===== src/rtl/muldiv_unit.sv =====
// Iterative MIPS multiply/divide unit owning the HI/LO register pair.
// Define MULDIV_FAST_MUL_EN to replace the shift-add multiplier with a single-cycle one.
module muldiv_unit #(
  parameter int WIDTH = 32
) (
  input  logic             clk,
  input  logic             reset,
  input  logic             clk_enable,
  input  logic             start,
  input  logic [2:0]       op,
  input  logic [WIDTH-1:0] rs_data,
  input  logic [WIDTH-1:0] rt_data,
  output logic             busy,
  output logic             done,
  output logic [WIDTH-1:0] hi,
  output logic [WIDTH-1:0] lo
);
  localparam int CW = $clog2(WIDTH + 1);
  localparam logic [CW-1:0]      CNT_INIT = CW'(WIDTH);
  localparam logic [CW-1:0]      CNT_ONE  = CW'(1);
  localparam logic [WIDTH-1:0]   ZERO_W   = {WIDTH{1'b0}};
  localparam logic [WIDTH-1:0]   ONES_W   = {WIDTH{1'b1}};
  localparam logic [WIDTH-1:0]   ONE_W    = {{(WIDTH-1){1'b0}}, 1'b1};
  localparam logic [2*WIDTH-1:0] ONE_2W   = {{(2*WIDTH-1){1'b0}}, 1'b1};

  typedef enum logic [1:0] {S_IDLE = 2'd0, S_RUN = 2'd1, S_FIXUP = 2'd2} state_t;

  function automatic logic [WIDTH-1:0] neg_w(input logic [WIDTH-1:0] v);
    return (~v) + ONE_W;
  endfunction

  state_t             state_q, state_d;
  logic [CW-1:0]      cnt_q, cnt_d;
  logic [2*WIDTH-1:0] acc_q, acc_d;
  logic [WIDTH-1:0]   opb_q, opb_d;
  logic [WIDTH-1:0]   hi_q, hi_d, lo_q, lo_d;
  logic               busy_q, busy_d, done_q, done_d;
  logic               is_div_q, is_div_d, neg_res_q, neg_res_d;
  logic               neg_rem_q, neg_rem_d, div_zero_q, div_zero_d;

  logic               signed_op, rs_neg, rt_neg;
  logic [WIDTH-1:0]   rs_mag, rt_mag, quo_fix, rem_fix;
  logic [WIDTH:0]     mul_sum, div_trial;
  logic [2*WIDTH-1:0] prod_fix;

  // Operand magnitudes, one iteration step of each algorithm, and final sign correction
  always_comb begin
    signed_op = ~op[0] & ~op[2];
    rs_neg    = signed_op & rs_data[WIDTH-1];
    rt_neg    = signed_op & rt_data[WIDTH-1];
    rs_mag    = rs_neg ? neg_w(rs_data) : rs_data;
    rt_mag    = rt_neg ? neg_w(rt_data) : rt_data;
    mul_sum   = {1'b0, acc_q[2*WIDTH-1:WIDTH]} + {1'b0, (acc_q[0] ? opb_q : ZERO_W)};
    div_trial = acc_q[2*WIDTH-1:WIDTH-1] - {1'b0, opb_q};
    prod_fix  = neg_res_q ? ((~acc_q) + ONE_2W) : acc_q;
    // A zero divisor leaves the dividend magnitude in the remainder half, so the
    // remainder sign fix restores the original dividend
    if (div_zero_q) begin
      quo_fix = ONES_W;
    end else begin
      quo_fix = neg_res_q ? neg_w(acc_q[WIDTH-1:0]) : acc_q[WIDTH-1:0];
    end
    rem_fix = neg_rem_q ? neg_w(acc_q[2*WIDTH-1:WIDTH]) : acc_q[2*WIDTH-1:WIDTH];
  end

  // Next-state logic for the IDLE/RUN/FIXUP sequencer and HI/LO
  always_comb begin
    state_d    = state_q;
    cnt_d      = cnt_q;
    acc_d      = acc_q;
    opb_d      = opb_q;
    hi_d       = hi_q;
    lo_d       = lo_q;
    busy_d     = busy_q;
    done_d     = 1'b0;
    is_div_d   = is_div_q;
    neg_res_d  = neg_res_q;
    neg_rem_d  = neg_rem_q;
    div_zero_d = div_zero_q;
    case (state_q)
      S_IDLE: begin
        if (start) begin
          case (op)
            3'd0, 3'd1, 3'd2, 3'd3: begin
              is_div_d   = op[1];
              neg_res_d  = rs_neg ^ rt_neg;
              neg_rem_d  = rs_neg;
              div_zero_d = op[1] & (rt_data == ZERO_W);
              busy_d     = 1'b1;
              cnt_d      = CNT_INIT;
              if (op[1]) begin
                opb_d   = rt_mag;
                acc_d   = {ZERO_W, rs_mag};
                state_d = S_RUN;
              end else begin
                opb_d   = rs_mag;
`ifdef MULDIV_FAST_MUL_EN
                acc_d   = {ZERO_W, rs_mag} * {ZERO_W, rt_mag};
                state_d = S_FIXUP;
`else
                acc_d   = {ZERO_W, rt_mag};
                state_d = S_RUN;
`endif
              end
            end
            3'd4:    hi_d = rs_data;
            3'd5:    lo_d = rs_data;
            default: state_d = S_IDLE;
          endcase
        end else begin
          state_d = S_IDLE;
        end
      end
      S_RUN: begin
        if (is_div_q) begin
          if (!div_trial[WIDTH]) begin
            acc_d = {div_trial[WIDTH-1:0], acc_q[WIDTH-2:0], 1'b1};
          end else begin
            acc_d = {acc_q[2*WIDTH-2:0], 1'b0};
          end
        end else begin
          acc_d = {mul_sum, acc_q[WIDTH-1:1]};
        end
        cnt_d = cnt_q - CNT_ONE;
        if (cnt_q == CNT_ONE) begin
          state_d = S_FIXUP;
        end else begin
          state_d = S_RUN;
        end
      end
      S_FIXUP: begin
        if (is_div_q) begin
          hi_d = rem_fix;
          lo_d = quo_fix;
        end else begin
          hi_d = prod_fix[2*WIDTH-1:WIDTH];
          lo_d = prod_fix[WIDTH-1:0];
        end
        busy_d  = 1'b0;
        done_d  = 1'b1;
        state_d = S_IDLE;
      end
      default: begin
        busy_d  = 1'b0;
        state_d = S_IDLE;
      end
    endcase
  end

  // State register: reset wins over the stall gate
  always_ff @(posedge clk) begin
    if (reset) begin
      state_q    <= S_IDLE;
      cnt_q      <= {CW{1'b0}};
      acc_q      <= {ZERO_W, ZERO_W};
      opb_q      <= ZERO_W;
      hi_q       <= ZERO_W;
      lo_q       <= ZERO_W;
      busy_q     <= 1'b0;
      done_q     <= 1'b0;
      is_div_q   <= 1'b0;
      neg_res_q  <= 1'b0;
      neg_rem_q  <= 1'b0;
      div_zero_q <= 1'b0;
    end else if (clk_enable) begin
      state_q    <= state_d;
      cnt_q      <= cnt_d;
      acc_q      <= acc_d;
      opb_q      <= opb_d;
      hi_q       <= hi_d;
      lo_q       <= lo_d;
      busy_q     <= busy_d;
      done_q     <= done_d;
      is_div_q   <= is_div_d;
      neg_res_q  <= neg_res_d;
      neg_rem_q  <= neg_rem_d;
      div_zero_q <= div_zero_d;
    end
  end

  assign busy = busy_q;
  assign done = done_q;
  assign hi   = hi_q;
  assign lo   = lo_q;
endmodule


===== config.mk =====
export PLATFORM = sky130hd
export DESIGN_NAME = muldiv_unit
export DESIGN_NICKNAME = d
export VERILOG_FILES = /design/src/rtl/muldiv_unit.sv
export SDC_FILE = /design/constraint.sdc
export NUM_CORES = 1
export LEC_CHECK = 0
export CORE_MARGIN = 4
export CORE_UTILIZATION = 50
export DETAILED_ROUTE_END_ITERATION = 16
export PLACE_DENSITY = 0.72
export SYNTH_ARGS = -nofsm -noshare
export SYNTH_HDL_FRONTEND = slang
export SYNTH_SLANG_ARGS = --single-unit

===== constraint.sdc =====
create_clock -name clk -period 4.2 [get_ports clk]
set_input_delay 0.84 -clock clk [delete_from_list [all_inputs] [get_ports clk]]
set_output_delay 0.84 -clock clk [all_outputs]
set_load 0.01 [all_outputs]

==> results of run 1 <==
-- through the flow --
stage / hold slack (ns) / power [uW] / area [um2] / cells
after floorplan: 0.432 / 2480 / 14800 / 2072
after CTS: 0.456 / 4560 / 17400 / 2575
final: 0.456 / 4600 / 17400 / 2575
after global placement: 0.441 / 2870 / 16800 / 2543
after detailed placement: 0.445 / 2880 / 16800 / 2543
after global routing: 0.472 / 4750 / 17400 / 2575
-- flip-flops by register name (all words and copies together) (netlist names) --
register	cells
neg_rem_q	1
div_zero_q	1
done	1
hi	32
state_q	2
acc_q	64
opb_q	32
is_div_q	1
busy	1
lo	32
cnt_q	6
neg_res_q	1
-- power by group through the flow --
stage / combinational (uW) / sequential (uW) / clock, uW
final: 1110 / 1770 / 1720
after global routing: 1200 / 1770 / 1790
after CTS: 1080 / 1760 / 1710
after detailed placement: 1070 / 1800 / 0
after global placement: 1070 / 1800 / 0
after floorplan: 702 / 1770 / 0
-- layer usage --
layer	vias up	GRT usage
met5	-	0
met4	0	0.117
met3	149	0.0624
met2	972	0.501
met1	7768	0.490
li1	7696	-
-- worst max-delay path, cell delays in order, from the launching register on --
cell and delay [ns]:
sky130_fd_sc_hd__dfxtp_1 0.40, sky130_fd_sc_hd__inv_1 0.16, sky130_fd_sc_hd__buf_4 0.20, sky130_fd_sc_hd__nor2_1 0.15, sky130_fd_sc_hd__ha_1 0.27, sky130_fd_sc_hd__a211oi_1 0.36, sky130_fd_sc_hd__o21a_1 0.23, sky130_fd_sc_hd__nor3_1 0.08
sky130_fd_sc_hd__a2111oi_0 0.40, sky130_fd_sc_hd__buf_4 0.18, sky130_fd_sc_hd__o21ai_1 0.13, sky130_fd_sc_hd__a2111oi_0 0.51, sky130_fd_sc_hd__nor3_1 0.20, sky130_fd_sc_hd__xor2_1 0.18, sky130_fd_sc_hd__a221o_1 0.34
-- cell type report --
class | instances | area, um2
Clock buffer | 17 | 425
Clock inverter | 15 | 199
Fill cell | 2723 | 11500
Inverter | 68 | 255
Multi-Input combinational cell | 1687 | 10500
Sequential cell | 174 | 3480
Tap cell | 384 | 480
Timing Repair Buffer | 230 | 2080
-- placed cells by master, fill, tap and decap left out, drive strengths merged, types with 6 or more instances in the layout --
| cell type | n |
|---|---|
| and2 | 9 |
| a22oi | 22 |
| nand2b | 23 |
| nor3b | 6 |
| xor2 | 77 |
| xnor2 | 92 |
| inv | 78 |
| o21a | 12 |
| a211oi | 40 |
| nor4 | 21 |
| a21oi | 220 |
| clkbuf | 17 |
| or2 | 6 |
| nor3 | 68 |
| nor2 | 247 |
| dfxtp | 174 |
| a31oi | 16 |
| buf | 96 |
| o31ai | 31 |
| o41ai | 14 |
| clkdlybuf4s50 | 134 |
| or3 | 25 |
| nand3 | 30 |
| o221ai | 26 |
| a211o | 8 |
| a21o | 23 |
| nand4 | 10 |
| o21ai | 141 |
| o21bai | 6 |
| nand2 | 230 |
| ha | 70 |
| o211ai | 38 |
| nor2b | 14 |
| or4 | 17 |
| and3 | 9 |
| o22ai | 12 |
| a311oi | 19 |
| mux2i | 50 |
| a32oi | 6 |
-- synth_stat cells, types with 15 or more instances --
master / n / area (um2)
sky130_fd_sc_hd__mux2i_1: 50 / 500
sky130_fd_sc_hd__inv_1: 68 / 255
sky130_fd_sc_hd__o21ai_0: 139 / 696
sky130_fd_sc_hd__or4_1: 15 / 113
sky130_fd_sc_hd__a22oi_1: 22 / 165
sky130_fd_sc_hd__nor2_1: 245 / 920
sky130_fd_sc_hd__nand3_1: 30 / 150
sky130_fd_sc_hd__a21oi_1: 219 / 1100
sky130_fd_sc_hd__ha_1: 70 / 876
sky130_fd_sc_hd__o221ai_1: 26 / 228
sky130_fd_sc_hd__a31oi_1: 16 / 100
sky130_fd_sc_hd__nor3_1: 68 / 340
sky130_fd_sc_hd__clkbuf_1: 126 / 473
sky130_fd_sc_hd__dfxtp_1: 174 / 3480
sky130_fd_sc_hd__or3_1: 25 / 156
sky130_fd_sc_hd__o31ai_1: 31 / 233
sky130_fd_sc_hd__nor4_1: 19 / 119
sky130_fd_sc_hd__a21o_1: 23 / 173
sky130_fd_sc_hd__xnor2_1: 92 / 806
sky130_fd_sc_hd__xor2_1: 77 / 674
sky130_fd_sc_hd__nand2b_1: 23 / 144
sky130_fd_sc_hd__o211ai_1: 38 / 285
sky130_fd_sc_hd__a311oi_1: 19 / 166
sky130_fd_sc_hd__a211oi_1: 40 / 300
sky130_fd_sc_hd__nand2_1: 230 / 863
-- how the worst max path moves through the flow --
stage | startpoint | end | slack (ns) | cells after the start
6_report | acc_q[0]$_SDFFE_PP0P_ | acc_q[61]$_SDFFE_PP0P_ | 0.31 | 14
4_1_cts | acc_q[0]$_SDFFE_PP0P_ | acc_q[61]$_SDFFE_PP0P_ | 0.43 | 14
2_1_floorplan | acc_q[0]$_SDFFE_PP0P_ | acc_q[61]$_SDFFE_PP0P_ | 0.83 | 15
3_3_place_gp | rs_data[12] | acc_q[31]$_SDFFE_PP0P_ | 0.24 | 9
5_1_grt | acc_q[0]$_SDFFE_PP0P_ | acc_q[61]$_SDFFE_PP0P_ | 0.16 | 14
3_5_place_dp | rs_data[12] | acc_q[27]$_SDFFE_PP0P_ | 0.23 | 9
-- cells by family after synthesis --
family | after synthesis | synth area share
DFF | 174 | 0.236
and+or+nand+nor | 730 | 0.228
AOI/OAI and AO/OA | 664 | 0.284
xor gates and xnor gates | 169 | 0.100
buffers and inverters | 211 | 0.0547
adders and majority gates | 72 | 0.0619
muxes | 52 | 0.0354
==> flow_metrics.py, run 1 <==
metrics = {
    "outcome": {
        "run_status": "finished clean",
    },
    "timing": {
        "setup_slack_ns": 0.315,
        "timing_worst_slew_pin_value_ns": 0.892,
        "period_needed_ns": 3.89,
        "final-hold-violation-count": 0,
        "setup-tns-final_ns": 0,
        "achievable-frequency_mhz": 257,
        "worst_slew_slack_as_a_fraction_of_its_limit": 0.400,
        "timing_max_transition_violations_final": 0,
        "post-route-period-util": 0.925,
        "setup-violations-final": 0,
        "rsz0062_at_grt": "false",
        "fin_worst_skew_ns": 0.0168,
    },
    "critical_path": {
        "endpoint_arrival_time_on_the_critical_path_ns": 4.23,
        "worstSetupStartpointType": "flop",
        "rr_worst_depth": 14,
        "setup.worst_path.class": "flop to flop",
        "cp_data_required_time_ns": 4.55,
        "worst_setup_path_end_kind": "flop",
        "max_fanout_on_critical_path": 9,
        "r2r-end": "acc_q[61]$_SDFFE_PP0P_",
        "ff2ff_setup_slack_ns": 0.31,
        "r2r-start": "acc_q[0]$_SDFFE_PP0P_",
    },
    "power_and_ir_drop": {
        "switching_share": 0.357,
        "seq_power_share": 0.384,
        "netsw_uw": 1640,
        "power.combinational.fraction": 0.242,
        "cell_internal_pwr_uw": 2960,
        "power_density_mw_per_mm2": 263,
        "leakage_uw": 0.00664,
        "p_clk_frac": 0.373,
        "ir_drop_mv": 0.315,
    },
    "floorplanning": {
        "top_level_ports": 137,
        "chipWidth_um": 180,
        "die_height_um": 180,
        "die-area_mm2": 0.0324,
        "floorplan.initialDensity": 0.511,
        "floorplan.core_area_mm2": 0.0289,
        "rows": 62,
    },
    "cts": {
        "clock_tree_root_driver_cell": "sky130_fd_sc_hd__clkbuf_16",
        "post-cts-setup-buffer-count": 0,
        "clock-sinks": 174,
        "cts_inserted_buffers": 17,
        "ctsHtreeMaxLevel": 4,
        "clockBufferDepth": 2,
        "clock_latency_on_the_worst_skew_pair_ns": 0.45,
        "tritoncts_clock_tree": "done",
        "cts-hold-fix-buffers": 0,
        "post_cts_resized": 0,
        "worst_setup_hold_path_clk_slew_ns": 0.09,
    },
    "synth": {
        "synth_cell_type_count": 78,
        "synth.net_count": 2215,
        "flop_and_latch_count_out_of_synthesis": 174,
        "synth_edf_count": 0,
        "synth_flop_cell": "sky130_fd_sc_hd__dfxtp_1",
        "netlist_area_before_placement_mm2": 0.0148,
        "synth_area_per_cell_um2": 7.14,
        "synth_warnings": 0,
        "cell_count_after_synthesis": 2072,
        "synth_sequential_area_ratio": 0.236,
        "async_flop_share": 0,
    },
    "placement": {
        "dpl.hpwl_mm": 44.4,
        "dpl_worst_slack_ns": 0.228,
        "routabilityCongestion": 1.01,
        "numPortBuffers": 136,
    },
    "route": {
        "wl_met1_mm": 24.7,
        "drt_first_iter_violations": 2357,
        "routed.top_layer": "met4",
        "vias": 16585,
        "finalWirelength_mm": 57.5,
        "dr.pass1.iters": 6,
        "route.detailed.drc": 0,
        "viasPerCell": 6.44,
        "ant_nets": 0,
        "wl_per_cell_um": 22.3,
        "detailroute.wirelength.met2_mm": 24.2,
        "wl_met3_mm": 6.47,
    },
    "finish": {
        "diodes": 0,
        "share_of_final_layout_standard_cells_stronger_than_drive_strength_1": 0.0717,
        "total_number_of_nets_in_the_final_design": 2321,
        "synthToLayoutAreaGrowth_pct": 18.0,
        "finish.utilization": 0.603,
    },
    "grt": {
        "grt_pass1_wl_mm": 88.0,
        "grt_max_degree": 81,
        "track_usage": 0.337,
        "number_of_global_route_vias_before_repair": 15045,
        "gr-total-overflow": 0,
        "antenna_found_initial": 0,
    },
    "hold_path": {
        "timing.hold.worst_endpoint": "opb_q[29]$_SDFFE_PP0P_",
        "holdPathStages": 2,
        "hold_path.startpoint": "opb_q[29]$_SDFFE_PP0P_",
        "timing.hold.worst.class": "flop to flop",
    },
    "job": {
        "max-cap-violations": 0,
    },
}
(Power assumes the default switching activity.)
==> run 2: changes to the inputs <==
Settings changed: PLACE_DENSITY 0.72 to 0.75.
==> flow_metrics.py, run 2 (synthesis gave the netlist of run 1 again) <==
metrics = {
    "grt": {
        "gr-total-overflow": 0,
        "number_of_global_route_vias_before_repair": 15298,
        "met1_usage": 0.482,
        "grt_busiest_layer": "met2",
        "gr-usage-met3": 0.0736,
        "grt_max_degree": 101,
        "antenna_found_initial": 1,
        "grt_pass1_wl_mm": 90.1,
        "global_route.usage.met2": 0.521,
        "track_usage": 0.347,
    },
    "power_and_ir_drop": {
        "p_clk_frac": 0.362,
        "switching_share": 0.335,
        "power.combinational.fraction": 0.250,
        "power_density_mw_per_mm2": 262,
        "netsw_uw": 1520,
        "seq_power_share": 0.388,
        "finalPower_uw": 4550,
        "ir_drop_mv": 0.308,
        "leakage_uw": 0.00657,
        "cell_internal_pwr_uw": 3030,
    },
    "cts": {
        "cts_inserted_buffers": 17,
        "ctsHtreeMaxLevel": 4,
        "worst_setup_hold_path_clk_slew_ns": 0.07,
        "post-cts-setup-buffer-count": 0,
        "clockBufferDepth": 2,
        "tritoncts_clock_tree": "done",
        "clock_tree_root_driver_cell": "sky130_fd_sc_hd__clkbuf_16",
        "post_cts_resized": 0,
        "cts-hold-fix-buffers": 0,
        "clock-sinks": 174,
        "clock_latency_on_the_worst_skew_pair_ns": 0.45,
    },
    "timing": {
        "achievable-frequency_mhz": 259,
        "setup-tns-final_ns": 0,
        "period_needed_ns": 3.86,
        "final-hold-violation-count": 0,
        "rsz0062_at_grt": "false",
        "post-route-period-util": 0.918,
        "setup-violations-final": 0,
        "timing_max_transition_violations_final": 0,
        "fin_worst_skew_ns": 0.0134,
        "worst_slew_slack_as_a_fraction_of_its_limit": 0.320,
        "timing_worst_slew_pin_value_ns": 1.01,
    },
    "finish": {
        "top_register": "acc_q",
        "final_common_cell": "sky130_fd_sc_hd__nor2_1",
        "synthToLayoutAreaGrowth_pct": 17.4,
        "finish.utilization": 0.600,
        "final_cell_mix": "sky130_fd_sc_hd__nor2_1 (243), sky130_fd_sc_hd__nand2_1 (230), sky130_fd_sc_hd__a21oi_1 (219)",
        "share_of_final_layout_standard_cells_stronger_than_drive_strength_1": 0.0683,
        "stdcell_area_mm2": 0.0174,
        "total_number_of_nets_in_the_final_design": 2313,
        "largest_register_ff_count": 64,
    },
    "placement": {
        "placed_cell_area_mm2": 0.0168,
        "routabilityCongestion": 1.02,
        "dpl.hpwl_mm": 45.0,
        "numPortBuffers": 136,
    },
    "critical_path": {
        "max_fanout_on_critical_path": 7,
        "ff2ff_setup_slack_ns": 0.34,
        "worst_setup_path_end_kind": "flop",
        "rr_worst_depth": 14,
        "setup.worst_path.class": "flop to flop",
        "cp_data_required_time_ns": 4.54,
        "worstSetupStartpointType": "flop",
        "endpoint_arrival_time_on_the_critical_path_ns": 4.19,
    },
    "hold_path": {
        "timing.hold.worst.class": "flop to flop",
        "holdPathStages": 2,
    },
    "floorplanning": {
        "top_level_ports": 137,
        "die_height_um": 180,
        "chipWidth_um": 180,
        "floorplan.initialDensity": 0.511,
        "rows": 62,
        "floorplan.core_area_mm2": 0.0289,
        "die-area_mm2": 0.0324,
    },
    "route": {
        "viasPerCell": 6.55,
        "drt_first_iter_violations": 2190,
        "vias": 16808,
        "route.detailed.drc": 0,
        "ant_nets": 0,
        "dr.pass1.iters": 6,
        "wl_per_cell_um": 23.0,
        "finalWirelength_mm": 59.1,
    },
    "job": {
        "max-cap-violations": 0,
    },
    "outcome": {
        "run_status": "finished clean",
    },
}
run 2: cell types whose count changed in the layout (fill, tap and decap cells not counted), moves of 2 or more:
cell,delta
sky130_fd_sc_hd__clkbuf_8,+4
sky130_fd_sc_hd__inv_8,-2
sky130_fd_sc_hd__buf_4,-9
sky130_fd_sc_hd__clkinvlp_4,+4
sky130_fd_sc_hd__clkinv_8,-5
sky130_fd_sc_hd__inv_6,-2
sky130_fd_sc_hd__inv_12,-3
run 2: cell type report:
| type | count | area, um2 |
|---|---|---|
| clock inverters | 10 | 103 |
| well taps | 384 | 480 |
| repair buffers | 222 | 2040 |
| fillers | 2767 | 11600 |
| inverters | 68 | 255 |
| flip-flops and latches | 174 | 3480 |
| clock buffers | 22 | 484 |
| diodes | 1 | 2.50 |
| multi-input cells | 1687 | 10500 |
run 2: power groups by stage:
| stage | combinational, uW | clock (uW) | sequential, uW |
|---|---|---|---|
| floorplan | 702 | 0 | 1770 |
| global placement | 1090 | 0 | 1800 |
| detailed placement | 1100 | 0 | 1800 |
| CTS | 1100 | 1650 | 1760 |
| global route | 1210 | 1720 | 1770 |
| finish | 1140 | 1650 | 1760 |
run 2: worst max-delay path: stages (launching register included):
cell                        delay [ns]
sky130_fd_sc_hd__dfxtp_1          0.39
sky130_fd_sc_hd__and2_1           0.20
sky130_fd_sc_hd__ha_1             0.21
sky130_fd_sc_hd__inv_1            0.08
sky130_fd_sc_hd__fa_1             0.21
sky130_fd_sc_hd__nor2b_1          0.07
sky130_fd_sc_hd__o31ai_1          0.38
sky130_fd_sc_hd__a21oi_1          0.21
sky130_fd_sc_hd__a2111oi_0        0.46
sky130_fd_sc_hd__buf_4            0.19
sky130_fd_sc_hd__o21ai_1          0.13
sky130_fd_sc_hd__a2111oi_0        0.55
sky130_fd_sc_hd__nor3_1           0.17
sky130_fd_sc_hd__xor2_1           0.17
sky130_fd_sc_hd__a221o_1          0.32
run 2: layer usage:
layer  part of all wire  wire (um)
met1               0.42      24900
met3               0.11       6440
met5                  0          0
met2               0.42      25100
met4              0.045       2660
run 2: metrics by stage:
step / setup slack, ns / hold WS (ns) / std cells
2_1_floorplan: 0.832 / 0.432 / 2072
3_3_place_gp: 0.304 / 0.440 / 2535
3_5_place_dp: 0.286 / 0.446 / 2535
4_1_cts: 0.485 / 0.456 / 2567
5_1_grt: 0.152 / 0.474 / 2567
6_report: 0.343 / 0.455 / 2568
run 2: worst paths after layout:
kind / startpoint / to
worst min-delay path: lo[15]$_SDFFE_PP0P_ / lo[15]$_SDFFE_PP0P_
worst min register to register: lo[15]$_SDFFE_PP0P_ / lo[15]$_SDFFE_PP0P_
worst max-delay path: acc_q[0]$_SDFFE_PP0P_ / acc_q[61]$_SDFFE_PP0P_
worst max register to register: acc_q[0]$_SDFFE_PP0P_ / acc_q[61]$_SDFFE_PP0P_
==> edit 1: new RTL, flow settings as in run 1 <==
Make the reset (`reset`) asynchronous in one clocked block.
--- a/src/rtl/muldiv_unit.sv
+++ b/src/rtl/muldiv_unit.sv
@@ -148,7 +148,7 @@
   end
 
   // State register: reset wins over the stall gate
-  always_ff @(posedge clk) begin
+  always_ff @(posedge clk or posedge reset) begin
     if (reset) begin
       state_q    <= S_IDLE;
       cnt_q      <= {CW{1'b0}};
Behaviour: differs if reset is asserted again (counterexample within 4 cycles, from zero or initial values and one cycle with reset high); with reset held inactive, the same outputs for 4 cycles.
==> edit 1 against run 1 <==
  * Setup slack got worse by 0.030 ns
  * Maximum frequency fell by 0.78%
  * Critical path type unchanged
  * Hold slack improved by 0.022 ns
  * Clock skew fell by 0.0046 ns
  * Critical endpoint is now hi[19]
  * Sequential cell count did not move
  * Final area fell by 0.35%
  * First-iteration DRC count fell by 25%
  * Routed wire length fell by 8.2%
  * Global-route usage fell by 0.81 points
  * Count of clock-buffer cells in the layout rose by 4
  * Largest cell class unchanged
  * Synthesized area fell by 0.79%
  * Cell count fell by 5.9%
Power is not compared: it rests on default switching activity, and its combinational part moved more than twofold at a synthesized area within 25%.
==> edit 1: results (changes against run 1) <==
synth_nets: 2048  # was 2215
place.gp.congestion: 0.960  # was 1.01
post_dp_cell_area_sq_um: 16800  # about the same
synth_fa_ha_area_share_pct: 6.24  # was 6.19%
syn_inst: 1905  # was 2072
dr_wl_met2_um: 23100  # was 24200 um
grt_usage_pct: 32.9  # was 33.7%
dp_slack_ns: 0.0532  # was 0.228 ns
hpwl_um: 40500  # was 44400 um
drtIter0Drc: 1774  # was 2357
crit_path_top_delay_cell: "or4_4"  # was a2111oi_0
setup.worst_path.end: "hi[19]"  # was acc_q[61]
dr.max_layer_used: "met4"  # unchanged
dr_wl_met3_um: 5700  # was 6470 um
num_antenna_cells: 0  # unchanged
tightest_slew_ns: 1.04  # was 0.892 ns
grt_use_met3_pct: 7.95  # was 6.24%
utilization_pct: 60.3  # about the same
gr-usage-met1_pct: 46.3  # was 49.0%
worst_ep_arrival_time_ns: 4.26  # was 4.23 ns
cts-resized-gates: 0  # unchanged
rr_startpoint: "acc_q[15]"  # was acc_q[0]
via_per_inst: 6.26  # was 6.44
synthTopCellsByArea: "dfrtp_1 30%, o21ai_0 7.3%, xnor2_1 6.1%"  # was dfxtp_1 24%, a21oi_1 7.4%, nor2_1 6.2%
nNetsFinal: 2168  # was 2321
outcome: "finished clean"  # unchanged
grt_max_degree: 98  # was 81
r2r_cells: 10  # was 14
clk_root_buffer_cell: "clkbuf_16"  # unchanged
yosysWarningCount: 0  # unchanged
routed_wl_um: 52800  # was 57500 um
nFillCells: 2631  # was 2723
routed-via-count: 15200  # was 16.6k
grt_use_met2_pct: 50.1  # about the same
drive_gt1_share_pct: 7.31  # was 7.17%
worstHoldStart: "busy"  # was opb_q[29]
rrSetupSlack_ns: 0.28  # was 0.31 ns
drt-pass1-iter-count: 7  # was 6
synth.area.mux_share_pct: 5.88  # was 3.54%
power.leakage_nw: 7.52
synth_common_cells: "231 x nand2_1, 214 x o21ai_0, 196 x nor2_1, 174 x dfrtp_1, 149 x a21oi_1"  # was 245 x nor2_1, 230 x nand2_1, 219 x a21oi_1, 174 x dfxtp_1, 139 x o21ai_0
synth_xor_area_share_pct: 9.79  # was 10.0%
grt_pass1_wl_um: 81700  # was 88000 um
wl_met1_um: 22400  # was 24700 um
synth_compound_area_share_pct: 23.7  # was 28.4%
critPathMaxFanout: 6  # was 9
synth_cell_types: 64  # was 78
min_period_over_period_pct: 93.2  # was 92.5%
synth_seq_area_share_pct: 29.7  # was 23.6%
clkTransAtPathRegs_ns: 0.07  # was 0.09 ns
cpPeakStageDelay_ns: 0.60  # was 0.51 ns
fin_skew_ns: 0.0122  # was 0.0168 ns
grt_pass1_vias: 14200  # was 15.0k
vdd.ir_drop.worst_mv: 0.426
critPathTopFamily: "simple AND/OR/NAND/NOR gates"  # was compound AO/OA/AOI/OAI gates
clk_path_buf_depth: 2  # unchanged
synthArstFlopShare_pct: 100  # was 0%
edit 1: power groups by stage:
stage	clock, W	sequential (W)	combinational [W]
floorplan	0	0.00302	0.00594
global placement	0	0.00313	0.00843
detailed placement	0	0.00317	0.00860
CTS	0.00174	0.00314	0.00865
global route	0.00180	0.00325	0.00961
finish	0.00173	0.00317	0.00879
edit 1: cell type report:
class	instances	area share [%]
multi-input combinational	1554	55.8
sequential	174	25.0
timing repair buffer	214	11.5
tap	384	2.76
clock buffer	21	2.65
inverter	64	1.40
clock inverter	11	0.899
edit 1: worst min-delay path by stage:
stage | endpoint | depth (start not counted) | slack [ns]
6_report | busy | 2 | 0.48
5_1_grt | hi[31] | 2 | 0.52
4_1_cts | lo[15] | 2 | 0.49
3_5_place_dp | busy | 2 | 0.47
3_3_place_gp | busy | 2 | 0.46
2_1_floorplan | opb_q[11] | 2 | 0.45
==> edit 2: new RTL, flow settings as in run 1 <==
Without the edit above. The parameter `WIDTH` goes from 32 to 16.
--- a/src/rtl/muldiv_unit.sv
+++ b/src/rtl/muldiv_unit.sv
@@ -1,7 +1,7 @@
 // Iterative MIPS multiply/divide unit owning the HI/LO register pair.
 // Define MULDIV_FAST_MUL_EN to replace the shift-add multiplier with a single-cycle one.
 module muldiv_unit #(
-  parameter int WIDTH = 32
+  parameter int WIDTH = 16
 ) (
   input  logic             clk,
   input  logic             reset,
Interface: changed (resized hi, lo, rs_data and rt_data); port bits go from 137 to 73. The function was not compared with the original's and may differ.
==> edit 2 against run 1 <==
  * Routed wire length decreased by 58%
  * Setup slack improved by 0.61 ns
  * Synthesized area decreased by 47%
  * Global-route usage decreased by 6.9 points
  * Final area decreased by 49%
  * Sequential share of layout area increased by 0.86 points
  * Sequential cell count decreased by 81
  * Non-clock buffer count decreased by 142
  * Highest routed layer unchanged
  * Power decreased by 48%
  * Combinational power decreased by 47%
  * Hold slack got worse by 0.0047 ns
==> edit 2: results (changes against run 1) <==
grt_pass1_vias: 7182  # was 15.0k
critPathMaxFanout: 16  # was 9
dp_cells: 1291  # was 2543
routed-via-count: 7976  # was 16.6k
largest_register: "acc_q"  # unchanged
synth_common_cells: "135 x nor2_1, 99 x nand2_1, 93 x dfxtp_1, 84 x a21oi_1, 71 x o21ai_0"  # was 245 x nor2_1, 230 x nand2_1, 219 x a21oi_1, 174 x dfxtp_1, 139 x o21ai_0
relSlewSlack_pct: 24.1  # was 40.0%
dr.max_layer_used: "met4"  # unchanged
h-tree-depth: 3  # was 4
synth_seq_area_share_pct: 23.8  # was 23.6%
synth_compound_area_share_pct: 26.1  # was 28.4%
synth_cell_types: 76  # was 78
grt_max_degree: 59  # was 81
pg_clk_w: 0.000838  # was 0.00172 W
vdd.ir_drop.worst_mv: 0.211  # was 0.315 mV
via_per_inst: 6.10  # was 6.44
critPathTopFamily: "compound AO/OA/AOI/OAI gates"  # unchanged
grt_use_met2_pct: 41.3  # was 50.1%
drive_gt1_share_pct: 5.02  # was 7.17%
p_sw_share_pct: 33.9  # was 35.7%
synth.area.mux_share_pct: 7.47  # was 3.54%
synthTopCellsByArea: "dfxtp_1 24%, mux2i_1 7.0%, nor2_1 6.5%"  # was dfxtp_1 24%, a21oi_1 7.4%, nor2_1 6.2%
synth_top_family_by_area: "compound AO/OA/AOI/OAI gates"  # unchanged
synth_nets: 1140  # was 2215
clkTransAtPathRegs_ns: 0.08
hpwl_um: 18700  # was 44400 um
gr-usage-met1_pct: 38.4  # was 49.0%
synth_fa_ha_area_share_pct: 6.59  # was 6.19%
syn_inst: 1061  # was 2072
power_frac_seq_pct: 40.0  # was 38.4%
synth_xor_area_share_pct: 7.51  # was 10.0%
power.leakage_nw: 3.31  # was 6.64 nW
wl_met1_um: 11300  # was 24700 um
fin_skew_ns: 0.0105  # was 0.0168 ns
nFillCells: 1455  # was 2723
drtIter0Drc: 808  # was 2357
grt_pass1_wl_um: 38400  # was 88000 um
worstHoldStart: "hi[15]"  # was opb_q[29]
place.gp.congestion: 0.946  # was 1.01
cts_buffers: 9  # was 17
grt_use_met3_pct: 4.30  # was 6.24%
clkLatencyLatePin_ns: 0.36  # was 0.45 ns
port_buffers: 72  # was 136
nNetsFinal: 1170  # was 2321
cp.required_ns: 4.42  # was 4.55 ns
crit_path_top_delay_cell: "inv_1"  # was a2111oi_0
routed_wl_um: 24400  # was 57500 um
power_switching_w: 0.000808  # was 0.00164 W
dr_wl_met3_um: 1790  # was 6470 um
largest_reg_flops: 32  # was 64
rrSetupSlack_ns: 0.92  # was 0.31 ns
outcome: "finished clean"  # unchanged
dr_wl_met2_um: 10700  # was 24200 um
grt_usage_pct: 26.8  # was 33.7%
[edit 2: final timing paths]
| check | depth (start not counted) | end |
|---|---|---|
| max | 10 | acc_q[30] |
| min | 2 | hi[15] |
| max reg2reg | 10 | acc_q[30] |
| min reg2reg | 2 | hi[15] |
[edit 2: layout make-up]
cell class | count | share of cell area, %
Multi-Input combinational cell | 857 | 61.9
Clock buffer | 9 | 2.52
Clock inverter | 7 | 0.756
Inverter | 42 | 1.76
Sequential cell | 93 | 20.8
Tap cell | 211 | 2.95
Timing Repair Buffer | 88 | 9.29
[edit 2: per-stage QoR]
| stage | hold slack, ns | util (%) | worst slack, ns | cell area (sq um) |
|---|---|---|---|---|
| detailed placement | 0.445 | 56.7 | 0.828 | 8650 |
| floorplan | 0.432 | - | 1.38 | 7820 |
| global placement | 0.438 | 56.7 | 0.920 | 8650 |
| global route | 0.475 | 58.6 | 0.627 | 8940 |
| finish | 0.451 | 58.6 | 0.921 | 8940 |
| CTS | 0.456 | 58.6 | 0.952 | 8940 |
